[src/rtl/rf_fsk_tx.sv]
// Byte-serial M-FSK transmitter: FIFO -> symbol shifter -> phase-continuous tone NCO mixed with a carrier NCO.
// First symbol starts 2 cycles after a byte is accepted; in_ready drops only when the FIFO is full.

module rf_fsk_fifo #(
  parameter int W     = 8,
  parameter int DEPTH = 4
) (
  input  logic                       clk,
  input  logic                       rst,
  input  logic                       wr_vld,
  input  logic [W-1:0]               wr_dat,
  output logic                       wr_rdy,
  input  logic                       rd_en,
  output logic [W-1:0]               rd_dat,
  output logic [$clog2(DEPTH):0]     level
);
  localparam int AW = $clog2(DEPTH);

  logic [W-1:0]  mem_q [DEPTH];
  logic [W-1:0]  mem_d [DEPTH];
  logic [AW-1:0] wr_ptr_q, wr_ptr_d, rd_ptr_q, rd_ptr_d;
  logic [AW:0]   level_q, level_d;
  logic          push, pop;

  always_comb begin
    push     = wr_vld && (level_q != (AW+1)'(DEPTH));
    pop      = rd_en && (level_q != '0);
    mem_d    = mem_q;
    wr_ptr_d = wr_ptr_q;
    rd_ptr_d = rd_ptr_q;
    level_d  = level_q;
    if (push) begin
      mem_d[wr_ptr_q] = wr_dat;
      wr_ptr_d        = wr_ptr_q + AW'(1);
    end
    if (pop) rd_ptr_d = rd_ptr_q + AW'(1);
    if (push && !pop)      level_d = level_q + (AW+1)'(1);
    else if (!push && pop) level_d = level_q - (AW+1)'(1);
  end

  always_ff @(posedge clk) begin
    if (rst) begin
      wr_ptr_q <= '0;
      rd_ptr_q <= '0;
      level_q  <= '0;
    end else begin
      wr_ptr_q <= wr_ptr_d;
      rd_ptr_q <= rd_ptr_d;
      level_q  <= level_d;
    end
  end

  always_ff @(posedge clk) begin
    mem_q <= mem_d;
  end

  assign wr_rdy = (level_q != (AW+1)'(DEPTH));
  assign rd_dat = mem_q[rd_ptr_q];
  assign level  = level_q;
endmodule

module rf_fsk_tx #(
  parameter int               ACC_W        = 24,
  parameter int               BPS          = 1,
  parameter int               SYM_CNT      = 3333,
  parameter int               FIFO_DEPTH   = 4,
  parameter logic [ACC_W-1:0] CARRIER_CW   = ACC_W'(24'h400000),
  parameter logic [ACC_W-1:0] TONE0_CW     = ACC_W'(5033),
  parameter logic [ACC_W-1:0] TONE_STEP_CW = ACC_W'(4194)
) (
  input  logic                          clk,
  input  logic                          rst,
  input  logic [7:0]                    in_data,
  input  logic                          in_valid,
  output logic                          in_ready,
  input  logic                          cfg_we,
  input  logic [BPS-1:0]                cfg_addr,
  input  logic [ACC_W-1:0]              cfg_data,
  output logic                          rf,
  output logic                          busy,
  output logic                          sym_stb,
  output logic [$clog2(FIFO_DEPTH):0]   fifo_level
);
  localparam int NTONE = 1 << BPS;
  localparam int NSYM  = 8 / BPS;
  localparam int CW    = (SYM_CNT > 2) ? $clog2(SYM_CNT) : 1;
  localparam int SW    = $clog2(NSYM);

  typedef enum logic {IDLE, SEND} state_t;

  state_t           state_q, state_d;
  logic [7:0]       shreg_q, shreg_d;
  logic [CW-1:0]    sym_cnt_q, sym_cnt_d;
  logic [SW-1:0]    sym_idx_q, sym_idx_d;
  logic             sym_stb_q, sym_stb_d;
  logic [ACC_W-1:0] tone_acc_q, tone_acc_d;
  logic [ACC_W-1:0] car_acc_q, car_acc_d;
  logic [ACC_W-1:0] tone_q [NTONE];
  logic [ACC_W-1:0] tone_d [NTONE];
  logic             rf_q, rf_d;
  logic [BPS-1:0]   tone_idx;
  logic             pop;
  logic [7:0]       head;
  logic             fifo_nonempty;

  rf_fsk_fifo #(.W(8), .DEPTH(FIFO_DEPTH)) u_fifo (
    .clk    (clk),
    .rst    (rst),
    .wr_vld (in_valid),
    .wr_dat (in_data),
    .wr_rdy (in_ready),
    .rd_en  (pop),
    .rd_dat (head),
    .level  (fifo_level)
  );

  assign fifo_nonempty = (fifo_level != '0);

  always_comb begin
    tone_idx  = (state_q == SEND) ? shreg_q[BPS-1:0] : '0;
    pop       = 1'b0;
    state_d   = state_q;
    shreg_d   = shreg_q;
    sym_cnt_d = sym_cnt_q;
    sym_idx_d = sym_idx_q;
    sym_stb_d = 1'b0;
    case (state_q)
      IDLE: begin
        if (fifo_nonempty) begin
          pop       = 1'b1;
          shreg_d   = head;
          state_d   = SEND;
          sym_cnt_d = '0;
          sym_idx_d = '0;
          sym_stb_d = 1'b1;
        end
      end
      default: begin
        if (sym_cnt_q == CW'(SYM_CNT - 1)) begin
          sym_cnt_d = '0;
          if (sym_idx_q == SW'(NSYM - 1)) begin
            // Chain straight into the next byte so back-to-back bytes have no gap cycle.
            if (fifo_nonempty) begin
              pop       = 1'b1;
              shreg_d   = head;
              sym_idx_d = '0;
              sym_stb_d = 1'b1;
            end else begin
              state_d = IDLE;
            end
          end else begin
            shreg_d   = shreg_q >> BPS;
            sym_idx_d = sym_idx_q + SW'(1);
            sym_stb_d = 1'b1;
          end
        end else begin
          sym_cnt_d = sym_cnt_q + CW'(1);
        end
      end
    endcase

    tone_acc_d = tone_acc_q + tone_q[tone_idx];
    car_acc_d  = car_acc_q + CARRIER_CW;
    rf_d       = tone_acc_q[ACC_W-1] ^ car_acc_q[ACC_W-1];
    tone_d     = tone_q;
    if (cfg_we) tone_d[cfg_addr] = cfg_data;
  end

  always_ff @(posedge clk) begin
    if (rst) begin
      state_q    <= IDLE;
      shreg_q    <= '0;
      sym_cnt_q  <= '0;
      sym_idx_q  <= '0;
      sym_stb_q  <= 1'b0;
      tone_acc_q <= '0;
      car_acc_q  <= '0;
      rf_q       <= 1'b0;
      for (int k = 0; k < NTONE; k++) tone_q[k] <= TONE0_CW + ACC_W'(k) * TONE_STEP_CW;
    end else begin
      state_q    <= state_d;
      shreg_q    <= shreg_d;
      sym_cnt_q  <= sym_cnt_d;
      sym_idx_q  <= sym_idx_d;
      sym_stb_q  <= sym_stb_d;
      tone_acc_q <= tone_acc_d;
      car_acc_q  <= car_acc_d;
      rf_q       <= rf_d;
      tone_q     <= tone_d;
    end
  end

  assign busy    = (state_q == SEND);
  assign sym_stb = sym_stb_q;
  assign rf      = rf_q;
endmodule

[config.mk]
export PLATFORM = sky130hd
export DESIGN_NAME = rf_fsk_tx
export DESIGN_NICKNAME = d
export VERILOG_FILES = /design/src/rtl/rf_fsk_tx.sv
export SDC_FILE = /design/constraint.sdc
export NUM_CORES = 1
export LEC_CHECK = 0
export CORE_MARGIN = 2
export CORE_UTILIZATION = 64
export CTS_CLUSTER_DIAMETER = 120
export DETAILED_ROUTE_END_ITERATION = 8
export GPL_ROUTABILITY_DRIVEN = 0
export GPL_TIMING_DRIVEN = 0
export HOLD_SLACK_MARGIN = 0.1
export PLACE_DENSITY = 0.85
export SKIP_LAST_GASP = 1
export SLEW_MARGIN = 15
export SYNTH_ARGS = -nofsm -noshare
export SYNTH_HDL_FRONTEND = slang
export SYNTH_HIERARCHICAL = 1
export SYNTH_SLANG_ARGS = --single-unit
[constraint.sdc]
create_clock -name clk -period 7.8 [get_ports clk]
set_clock_uncertainty 0.2 [all_clocks]
set_input_delay 1.56 -clock clk [delete_from_list [all_inputs] [get_ports clk]]
set_output_delay 1.56 -clock clk [all_outputs]
set_load 0.03 [all_outputs]
* Yosys cells after proc, flatten, opt, wreduce, memory -nomap -nowiden
Index checks and enable logic that the tools add are counted.
** Cells by class
- Add/subtract/negate cells :: 8
- Magnitude comparators :: 6
- Equality and inequality tests :: 4
- Muxes and demuxes :: 35
- Bitwise logic cells :: 5
- Reduce and logical (&&, ||, !) cells :: 11
** Operators by type and width (count)
- 24-bit 2-to-1 mux :: 4
- 8-bit 2-to-1 mux :: 7
- 48-bit bitwise mux :: 1
- 12-bit 2-to-1 mux :: 3
- 32-bit bitwise mux :: 1
- 24-bit by 23-bit adder with 24-bit output (second input constant) :: 1
- 24-bit adder :: 1
- 24-bit demux with 1-bit select :: 1
- 3-bit 2-to-1 mux :: 6
- 8-bit binary-select mux with 2-bit select :: 1
- 8-bit demux with 2-bit select :: 1
- 12-bit by 1-bit adder with 12-bit output (second input constant) :: 1
- 12-bit equality test (second input constant) :: 1
- 1-bit 2-to-1 mux :: 10
- 3-bit by 1-bit adder with 3-bit output (second input constant) :: 2
- 3-bit greater-or-equal comparator (second input constant) :: 2
- 1-bit logical AND :: 6
- 2-bit NOT with 3-bit output :: 2
- 2-bit by 1-bit adder with 2-bit output (second input constant) :: 2
- 2-bit greater-or-equal comparator (second input constant) :: 2
- 1-bit NOT with 2-bit output :: 2
- 2-bit nonzero test :: 2
- 3-bit equality test (second input constant) :: 1
- 3-bit by 1-bit less-than comparator with 1-bit output (second input constant) :: 1
- 7 further kinds :: 8
** Word-level totals
- Register bits :: 161
- Input port bits :: 37
- Output and inout port bits :: 7
- Logic and storage cells :: 86

* Longest topological paths before layout
Gate-level depths: netlist of run 1.
- Depth in word-level cells :: 9
- Gate-level depth with buffers :: 14
- Mapped depth without buffers :: 14

* Cells and area by module
Netlist of run 1, hierarchy kept.
** Modules (own cells, without submodules)
- rf_fsk_tx :: times used 1, cells each 632, area each 5136.2 µm², sequential area each 2001.9 µm²
- rf_fsk_fifo :: times used 1, cells each 86, area each 1595.3 µm², sequential area each 1101.1 µm²

* Least setup slack after synthesis of run 1
Ideal clock, no wire load.
- Kind :: reg-to-reg
- Start point :: register state_q, in the netlist busy
- End point :: register tone_acc_q[15]
- Library setup time :: 121 ps
- Arrival time :: 3328 ps
- Required time :: 7479 ps
- Setup slack :: 4152 ps
- Cell stages (with the launch flop) :: 12
- Path buffers :: 2
- Clock period less this slack :: 3648 ps
- Cells stage by stage :: dfxtp_1 -> clkbuf_1 -> nand2_1 -> clkbuf_1 -> mux2_2 -> ha_1 -> o211ai_1 -> o211ai_1 -> a221oi_1 -> o21ai_0 -> a21boi_0 -> mux2_2
** On the way
- Longest elaborated chain between the ends :: 6
** Ends and longest elaborated chain
- start: declaration :: RTL line 91 : state_t state_q, state_d;
- start signal: assignment :: RTL line 181 : state_q <= state_d;
- 1-bit 2-to-1 mux :: RTL line 120 : tone_idx = (state_q == SEND) ? shreg_q[BPS-1:0] : '0;
- 1-bit NOT with 2-bit output (implied by the code) :: RTL line 162 : tone_acc_d = tone_acc_q + tone_q[tone_idx];
- 24-bit 2-to-1 mux (implied by the code) (3 in series) :: RTL line 162
- 24-bit adder :: RTL line 162
- end signal: assignment :: RTL line 186 : tone_acc_q <= tone_acc_d;
- end: declaration :: RTL line 96 : logic [ACC_W-1:0] tone_acc_q, tone_acc_d;
No other way between the ends. The select of a mux whose other input is x is not followed.
A chain may end at the register's enable or synchronous reset.

* Final worst setup path of run 1
Same ends and word-level chain as after synthesis.

==> results.md, run 1 <==
- Post-Syn Area: just under 7000 um^2
- DRC viols: 0
- Mean post-synth cell area: roughly 9.4 um^2
- Setup Fix Bufs, Post-CTS: 0
- CTS max path bufs: 2
- DP Cell Count: between 800 and 900
- Post-CTS Hold Fix Bufs: 0
- Post_cts resized: 0
- Leak pwr: between 3 and 4 nW
- Via-per-instance ratio: 5.92
- Fin worst setup slack: ~3400 ps
- Final hold slack: ~250 ps
- Reg2Reg Setup Slack: roughly 3400 ps
- Area share of the largest cell type after synthesis: 0.318
- Final Setup Violations: 0
- Worst R2R Path Depth: 11
- N_diodes: 0
- Initial antenna violation count: 0
- RSZ-0062 raised after global routing: no
- Clock Root Buffer: clkbuf_8
- CP Cell Sequence: clkbuf_1 -> nand2_1 -> clkbuf_1 -> mux2_2 -> ha_1 -> a211oi_1 -> o211ai_1 -> a221oi_1 -> o21ai_0 -> a21boi_0 -> mux2_2
- Crit Path Category: reg -> reg
- Slowest CP cell: a221oi_1
- Routed wire per std cell: ~17 um
- Synth Instances: just over 700
- Max-Cap Viols: 0
- Final hold viol count: 0
- Pre-CTS setup slack: ~3400 ps
- Clk_lat worst skew: approximately 540 ps
- Critical Path AT: 4650 ps
- Core Region: just over 10000 um^2
- Total gr overflow: 0
- Register area share after synthesis: 0.461
- CP top delay family: compound AO/OA/AOI/OAI gates
- Nets: 852
- Die height: around 110 um
- Final Non-Filler Cells: between 900 and 1000
- Syn Nets: between 700 and 800
- Fin crit share: 0.567
- Pwr dens: 315 nW/um^2
- DR pass1 iterations: 5
- Largest net degree at the start of global routing: 17
- H-tree depth: 4
- Clock Pin Slew Worst Setup and Hold Paths: 60 ps
- Most common flop cell mapped by yosys: dfxtp_1
- CTS tree: built
- Area leader, netlist: dfxtp_1
- Cts bufs inserted: 17
- Top cells by count, synth: nand2_1, dfxtp_1, nor2_1, a21oi_1, ha_1
- Min-Delay Path Depth: 1
- Io pins: 44
- Site row count: 37
- Share of post-route cells with drive strength above 1: 0.116
- Worst slew margin: 0.492
- Yosys cell types: 59
- Count leader, synth: nand2_1
- Die area: ~11000 um^2
- Die Span X: 107 um
- Max-slew violations: 0
- DRT antenna net count: 0
- Final WL: roughly 16000 um
- Post-DP HPWL: between 10000 and 15000 um
- Iteration-0 DRC Markers: 339
- GR Util All Layers: 0.303
- Hold WC Path Type: reg -> reg
- TritonCTS Sinks: between 100 and 150
- R2r endpoint: tone_acc_q[15]
- Ys Warns: 6
- Initial core utilization: 0.655
- Seq cells post-synth: ~140
- Largest stage delay, worst path: about 670 ps
- Worst-path maximum fanout: 10
- Worst path depth: 11
- Critical Path Start: busy
- Vias in the first global route: roughly 5600
- Ys async rst share: 0
- Crit path launch type: flip-flop
- Area delta synth->final: 17.8%
- Via count: 5503
- Crit path capture: tone_acc_q[15]
- Total power: approximately 0.0025 W
- FMAX: between 200 and 250 MHz
- CP endpoint kind: flip-flop
- Sum of negative setup slack: 0 ps
- WP buf/inv: 2
- Status: finished, final reports clean
- Area contributors post-synth: dfxtp_1, edfxtp_1, nand2_1
- Port bufs: 43
- Post-synth EDFFs: 32
- Worst reg2reg path startpoint: busy
- Post-layout min period: about 4400 ps
- Slew @ Worst Pin: 761 ps
- Critical Path RT: between 8000 and 9000 ps
- Maximum VDD drop: about 0.00024 V
- First-pass GRT wire length: 26400 um
==> final cells by class <==
class,instances,area (um^2)
inverters,10,37.5
flip-flops and latches,139,3100
plain buffers,35,141
multi-input cells,534,3450
repair buffers,43,430
fillers,681,2350
clock buffers,18,439
clock inverters,14,158
well taps,136,170
==> worst reg2reg max path, delay by kind of cell (launching register included) <==
family                     cells  cell delay (ps)
and+or+nand+nor                1              350
buffers and inverters          2              790
adders and majority gates      1              240
AOI/OAI and AO/OA              5             1630
muxes                          2              790
DFF                            1              330
==> registers in the layout (all words and copies together) (netlist names), 2 cells and up <==
signal and cells:
car_acc_q 2, shreg_q 8, sym_cnt_q 12, sym_idx_q 3, tone_acc_q 24, tone_q 48
u_fifo/level 3, u_fifo/mem_q 32, u_fifo/rd_ptr_q 2, u_fifo/wr_ptr_q 2
==> cell usage in the layout, fill, tap and decap left out, types with 4 or more instances in the layout <==
cell type          n
clkbuf_1          28
nor2b_1           12
a21oi_1           74
mux4_2             8
clkbuf_16         17
inv_1             10
nand2b_1          11
o21a_1             5
nand4_1            4
nor3_1            11
o211ai_1           5
mux2_2            28
buf_1              4
xor2_1            15
o21ai_0           19
ha_1              33
and2_1             6
nor2_1            79
clkdlybuf4s50_1   43
a22oi_1            4
inv_6              5
nor4_2             7
clkinv_4           5
xnor2_1            7
nand3b_1          15
nand3_1            7
edfxtp_1          32
a21o_1             7
nand2_1          127
dfxtp_1          107
==> layer usage <==
metal | vias to the layer above | part of all wire | global-route usage
li1 | 2636 | - | -
met1 | 2603 | 0.40 | 0.343
met2 | 203 | 0.50 | 0.530
met3 | 61 | 0.060 | 0.0644
met4 | 0 | 0.038 | 0.166
met5 | - | 0 | 0
==> stage by stage <==
stage / instance area [um^2] / util
2_1_floorplan: 6730 / -
4_1_cts: 7930 / 0.771
5_1_grt: 7930 / 0.771
3_5_place_dp: 7330 / 0.713
3_3_place_gp: 7330 / 0.713
6_report: 7930 / 0.771
==> cells by family after synthesis <==
group | share of synthesized area
simple gates | 0.214
flops | 0.461
compound gates | 0.123
buf+inv | 0.0266
mux | 0.0803
fa+ha+maj | 0.0673
xor+xnor | 0.0286
==> worst min-delay path by stage <==
stage | end | slack, ps | startpoint
after floorplan | car_acc_q[22] | 210 | car_acc_q[22]
final | car_acc_q[22] | 250 | car_acc_q[22]
after detailed placement | car_acc_q[22] | 230 | car_acc_q[22]
after global routing | car_acc_q[22] | 270 | car_acc_q[22]
after CTS | car_acc_q[22] | 250 | car_acc_q[22]
after global placement | car_acc_q[22] | 220 | car_acc_q[22]
==> power by group <==
| part | leakage, nW | switching, W | internal (W) |
|---|---|---|---|
| clock | 0.296 | 0.000324 | 0.000480 |
| sequential | 1.17 | 0.0000592 | 0.000844 |
| combinational | 1.61 | 0.000454 | 0.000333 |
| total | 3.08 | 0.000837 | 0.00166 |
(Power assumes the default switching activity.)
==> run 2, diff against run 1 <==
CORE_UTILIZATION = 59   (was 64)
PLACE_DENSITY = 0.8   (was 0.85)
clock period = 4.3 ns   (was 7.8 ns; I/O delays follow)
==> run 2 against run 1 <==
Routed wire length is 2.2% lower. Worst hold slack worse by 18 ps. Critical path type unchanged. Sequential cell count stayed put. Sequential share of layout area hardly changed. Die area is 8.2% higher. Largest cell class unchanged. Highest routed layer unchanged. Power is 79% higher. Worst setup slack worse by 3100 ps.
==> results.md, run 2 (same netlist as run 1, synthesis figures left out) <==
- Status: finished, final reports clean
- Die height: 111 um (+4.0%)
- Hold WC Path Type: reg -> reg
- CTS tree: built
- CP endpoint kind: flip-flop
- Slew @ Worst Pin: 767 ps (+5.98 ps)
- Commonest non-fill, non-tap cells in the layout: nand2_1, dfxtp_1, nor2_1
- Via-per-instance ratio: 5.78 (-2.4%)
- Setup Fix Bufs, Post-CTS: 0 (unchanged)
- Reg2Reg Setup Slack: 310 ps (-3060 ps)
- Initial core utilization: 0.597 (-0.0578)
- Max FFs per register: 48 (unchanged)
- Share of post-route cells with drive strength above 1: 0.119 (+0.00252)
- Cts bufs inserted: 17 (unchanged)
- Core Region: 11300 um^2 (+9.7%)
- Final hold viol count: 0 (unchanged)
- Routed wire per std cell: 16.8 um (-2.9%)
- First-pass GRT wire length: 25900 um (-1.8%)
- Final WL: 15700 um (-2.2%)
- Iteration-0 DRC Markers: 345 (+1.8%)
- FMAX: 251 MHz (+11%)
- Top Registers: tone_q (48), u_fifo/mem_q (32), tone_acc_q (24)
- CTS max path bufs: 2 (unchanged)
- Site row count: 39 (+5.4%)
- Total gr overflow: 0 (unchanged)
- DRT antenna net count: 0 (unchanged)
- Nets: 852 (unchanged)
- GR Util All Layers: 0.266 (-0.0366)
- Vias in the first global route: 5581 (-0.090%)
- Largest Register: tone_q
- Io pins: 44 (unchanged)
- Most common cell after layout, fill and taps aside: nand2_1
- Via count: 5412 (-1.7%)
- Initial antenna violation count: 0 (unchanged)
- DR pass1 iterations: 4 (-1)
- Design area: 7920 um^2 (about the same)
- H-tree depth: 4 (unchanged)
- Pwr dens: 564 nW/um^2 (+79%)
- Clock Root Buffer: clkbuf_16
- Final Non-Filler Cells: 936 (+0.75%)
- Final Setup Violations: 0 (unchanged)
- Port bufs: 43 (unchanged)
- Worst slew margin: 0.488 (-0.00399)
- DP Cell Count: 904 (+0.78%)
- DRC viols: 0 (unchanged)
- TritonCTS Sinks: 139 (unchanged)
- Critical Path AT: 4110 ps (-540 ps)
- Final hold slack: 236 ps (-17.8 ps)
- Clk_lat worst skew: 430 ps (-110 ps)
- Leak pwr: 3.06 nW (-0.42%)
- Crit Path Category: reg -> reg
- Largest net degree at the start of global routing: 17 (unchanged)
- Post-placement cell area: 7340 um^2 (+0.12%)
- Maximum VDD drop: 0.000407 V (+71%)
- Post-layout min period: 3990 ps (-436 ps)
- Critical Path RT: 4420 ps (-3610 ps)
- RSZ-0062 raised after global routing: no
- Worst-path maximum fanout: 10 (unchanged)
- Post-DP HPWL: 11100 um (+1.0%)
- N_diodes: 0 (unchanged)
- Max-slew violations: 0 (unchanged)
- Clock Pin Slew Worst Setup and Hold Paths: 60 ps (about the same)
- Fin crit share: 0.928 (+0.360)
- Die area: 12300 um^2 (+8.2%)
- Die Span X: 111 um (+4.0%)
- Area delta synth->final: 17.7% (about the same)
- Crit path launch type: flip-flop
- Max-Cap Viols: 0 (unchanged)
[run 2: final timing paths]
path                       from        endpoint  cells past startpoint
setup reg to reg           busy  tone_acc_q[15]                     11
hold reg to reg   car_acc_q[22]   car_acc_q[22]                      1
hold / removal    car_acc_q[22]   car_acc_q[22]                      1
setup / recovery           busy  tone_acc_q[15]                     11
[run 2: metal layers]
layer,global-route usage,routed length (um),share of wire
met2,0.470,7970,0.51
met4,0.132,409,0.026
met1,0.294,6590,0.42
met3,0.0733,723,0.046
met5,0,0,0
[run 2: worst max-delay path: stages, from the launching register on]
cell and delay [ps]:
dfxtp_1 340, clkbuf_1 280, nand2_1 310, clkbuf_2 340, mux2_2 350, ha_1 240, a211oi_1 390, o211ai_1 170
a221oi_2 440, o21ai_0 210, a21boi_0 240, mux2_2 350
[run 2: power by group]
part	total [W]	internal (W)	switching, W	leakage [nW]
combinational	0.00143	0.000607	0.000820	1.61
clock	0.00140	0.000807	0.000592	0.276
sequential	0.00164	0.00153	0.000108	1.17
[run 2: final cells by class]
class	count	area, um^2
repair buffers	43	430
well taps	143	179
clock buffers	18	429
fillers	860	3350
clock inverters	14	143
flip-flops and latches	139	3100
inverters	10	37.5
plain buffers	35	144
multi-input cells	534	3460
[run 2: timing repair]
item                                    in CTS  in global routing
hold buffers                                 0                  0
endpoints found under the setup margin       1                  3
resized for setup                            2                  1
[run 2: through the flow]
stage          TNS (ps)  total power (W)  utilization  worst slack, ps
4_1_cts               0          0.00447        0.702              129
3_5_place_dp      -52.0          0.00306        0.651            -52.0
3_3_place_gp          0          0.00298        0.651             5.61
5_1_grt               0          0.00471        0.703              113
2_1_floorplan         0          0.00270            -              652
6_report              0          0.00447        0.703              311
==> run 3, diff against run 2 <==
PLACE_DENSITY = unset   (was 0.8)
PLACE_DENSITY_LB_ADDON = 0.2   (was unset)
==> run 3 against run 2 <==
Count of clock-buffer cells in the layout shrank 1. Critical path type unchanged. Highest routed layer unchanged. Worst setup slack improved by 35 ps. Via count is 0.41% lower. Largest power group unchanged. Core utilization is essentially flat. Sequential cell count unchanged. Cell count stayed put. Die area stayed put. Combinational power is essentially flat. Routed wire length shrank 2.0%.
==> results.md, run 3 (same netlist as run 1, synthesis figures left out) <==
- Slowest CP cell: a221oi_2
- Port bufs: 43 (unchanged)
- FMAX: 253 MHz (+0.89%)
- Register area: 3100 um^2 (unchanged)
- Clock Pin Slew Worst Setup and Hold Paths: 60 ps (about the same)
- Pwr dens: 562 nW/um^2 (-0.35%)
- Critical Path AT: 4060 ps (-50 ps)
- Clk_lat worst skew: 420 ps (about the same)
- Die area: 12300 um^2 (unchanged)
- Via-per-instance ratio: 5.76 (-0.41%)
- Post-placement cell area: 7340 um^2 (unchanged)
- Most common cell after layout, fill and taps aside: nand2_1
- Crit path launch type: flip-flop
- Worst slew margin: 0.505 (+0.0168)
- Final Setup Violations: 0 (unchanged)
- Leak pwr: 3.05 nW (-0.30%)
- H-tree depth: 4 (unchanged)
- Final WL: 15400 um (-2.0%)
- First-pass GRT wire length: 25600 um (-1.2%)
- Setup Fix Bufs, Post-CTS: 0 (unchanged)
- Commonest non-fill, non-tap cells in the layout: nand2_1, dfxtp_1, nor2_1
- Multi-input gate area: 3460 um^2 (unchanged)
- Crit Path Category: reg -> reg
- Fin crit share: 0.920 (-0.00816)
- Slew @ Worst Pin: 742 ps (-25.2 ps)
- DP Cell Count: 904 (unchanged)
- Hold WC Path Type: reg -> reg
- CP endpoint kind: flip-flop
- Core Region: 11300 um^2 (unchanged)
- Fin worst setup slack: 346 ps (+35.1 ps)
- DRC viols: 0 (unchanged)
- Post-CTS Hold Fix Bufs: 0 (unchanged)
- Final hold viol count: 0 (unchanged)
- Clock Root Buffer: clkbuf_16
- Site row count: 39 (unchanged)
- RSZ-0062 raised after global routing: no
- Via count: 5390 (-0.41%)
- Top Registers: tone_q (48), u_fifo/mem_q (32), tone_acc_q (24)
- N_diodes: 0 (unchanged)
- Post_cts resized: 2 (unchanged)
- Io pins: 44 (unchanged)
- Total gr overflow: 0 (unchanged)
- Die Span X: 111 um (unchanged)
- Cts bufs inserted: 17 (unchanged)
- CTS max path bufs: 2 (unchanged)
- Vias in the first global route: 5366 (-3.9%)
- Critical Path RT: 4410 ps (about the same)
- CP Cell Sequence: clkbuf_1 -> nand2_1 -> clkbuf_2 -> mux2_2 -> ha_1 -> o211ai_1 -> o211ai_1 -> a221oi_2 -> o21ai_0 -> a21boi_0 -> mux2_2
- Largest stage delay, worst path: 460 ps (+20 ps)
- TritonCTS Sinks: 139 (unchanged)
- Largest net degree at the start of global routing: 17 (unchanged)
- Iteration-0 DRC Markers: 398 (+15%)
- Largest Register: tone_q
- Nets: 852 (unchanged)
- Post-DP HPWL: 10800 um (-2.3%)
- Routed wire per std cell: 16.4 um (-2.0%)
- Max FFs per register: 48 (unchanged)
- CTS tree: built
- Max-Cap Viols: 0 (unchanged)
- DRT antenna net count: 0 (unchanged)
- Pre-CTS setup slack: -120 ps (-67.9 ps)
- Fill cells: 886 (+3.0%)
- Final hold slack: 252 ps (+16.3 ps)
- Die height: 111 um (unchanged)
- Worst-path maximum fanout: 10 (unchanged)
- Maximum VDD drop: 0.000380 V (-6.6%)
- Max-slew violations: 0 (unchanged)
- Initial core utilization: 0.597 (unchanged)
- Share of post-route cells with drive strength above 1: 0.120 (+0.00126)
- Post-layout min period: 3950 ps (-35.1 ps)
- Final Non-Filler Cells: 936 (unchanged)
- DR pass1 iterations: 8 (+4)
- Post-Route Utilization: 0.702 (about the same)
- Design area: 7920 um^2 (about the same)
- GR Util All Layers: 0.260 (-0.00566)
- Area delta synth->final: 17.6% (about the same)
- Initial antenna violation count: 0 (unchanged)
- Status: finished, final reports clean
[run 3: cell types whose count changed in the layout (fill, tap and decap cells not counted), sizes merged]
cell	previous run	this run
clkinv	8	6
clkinvlp	1	4
clkbuf	46	45
[run 3: power by group]
part	switching [W]	internal [W]
sequential	0.000107	0.00153
combinational	0.000815	0.000607
clock	0.000585	0.000802
[run 3: layout make-up]
type | count | area share
Timing Repair Buffer | 43 | 0.0544
Tap cell | 143 | 0.0226
Inverter | 10 | 0.00474
Buffer | 35 | 0.0182
Clock buffer | 17 | 0.0537
Clock inverter | 15 | 0.0179
Sequential cell | 139 | 0.392
Multi-Input combinational cell | 534 | 0.437
[run 3: per-layer routing]
metal / global-route usage / vias to the layer above / share of wire
met4: 0.0967 / 0 / 0.019
met5: 0 / - / 0
met2: 0.453 / 165 / 0.50
li1: - / 2640 / -
met3: 0.0590 / 30 / 0.050
met1: 0.316 / 2555 / 0.43
[run 3: through the flow]
step	setup TNS [ps]	total power, W
global placement	-40.4	0.00298
floorplan	0	0.00270
detailed placement	-120	0.00304
global route	0	0.00470
CTS	0	0.00445
finish	0	0.00445
[run 3: critical path, delay by kind of cell, from the launching register on]
kind | cells | cell delay [ps]
adders and majority gates | 1 | 330
buffers and inverters | 2 | 610
and+or+nand+nor | 1 | 300
muxes | 2 | 710
AOI/OAI and AO/OA | 5 | 1340
DFF | 1 | 350
[run 3: final timing paths]
kind,slack (ps),endpoint,cells past startpoint,startpoint
setup / recovery,350,tone_acc_q[15],11,busy
setup reg to reg,350,tone_acc_q[15],11,busy
hold reg to reg,250,tone_q[46],2,tone_q[46]
hold / removal,250,tone_q[46],2,tone_q[46]
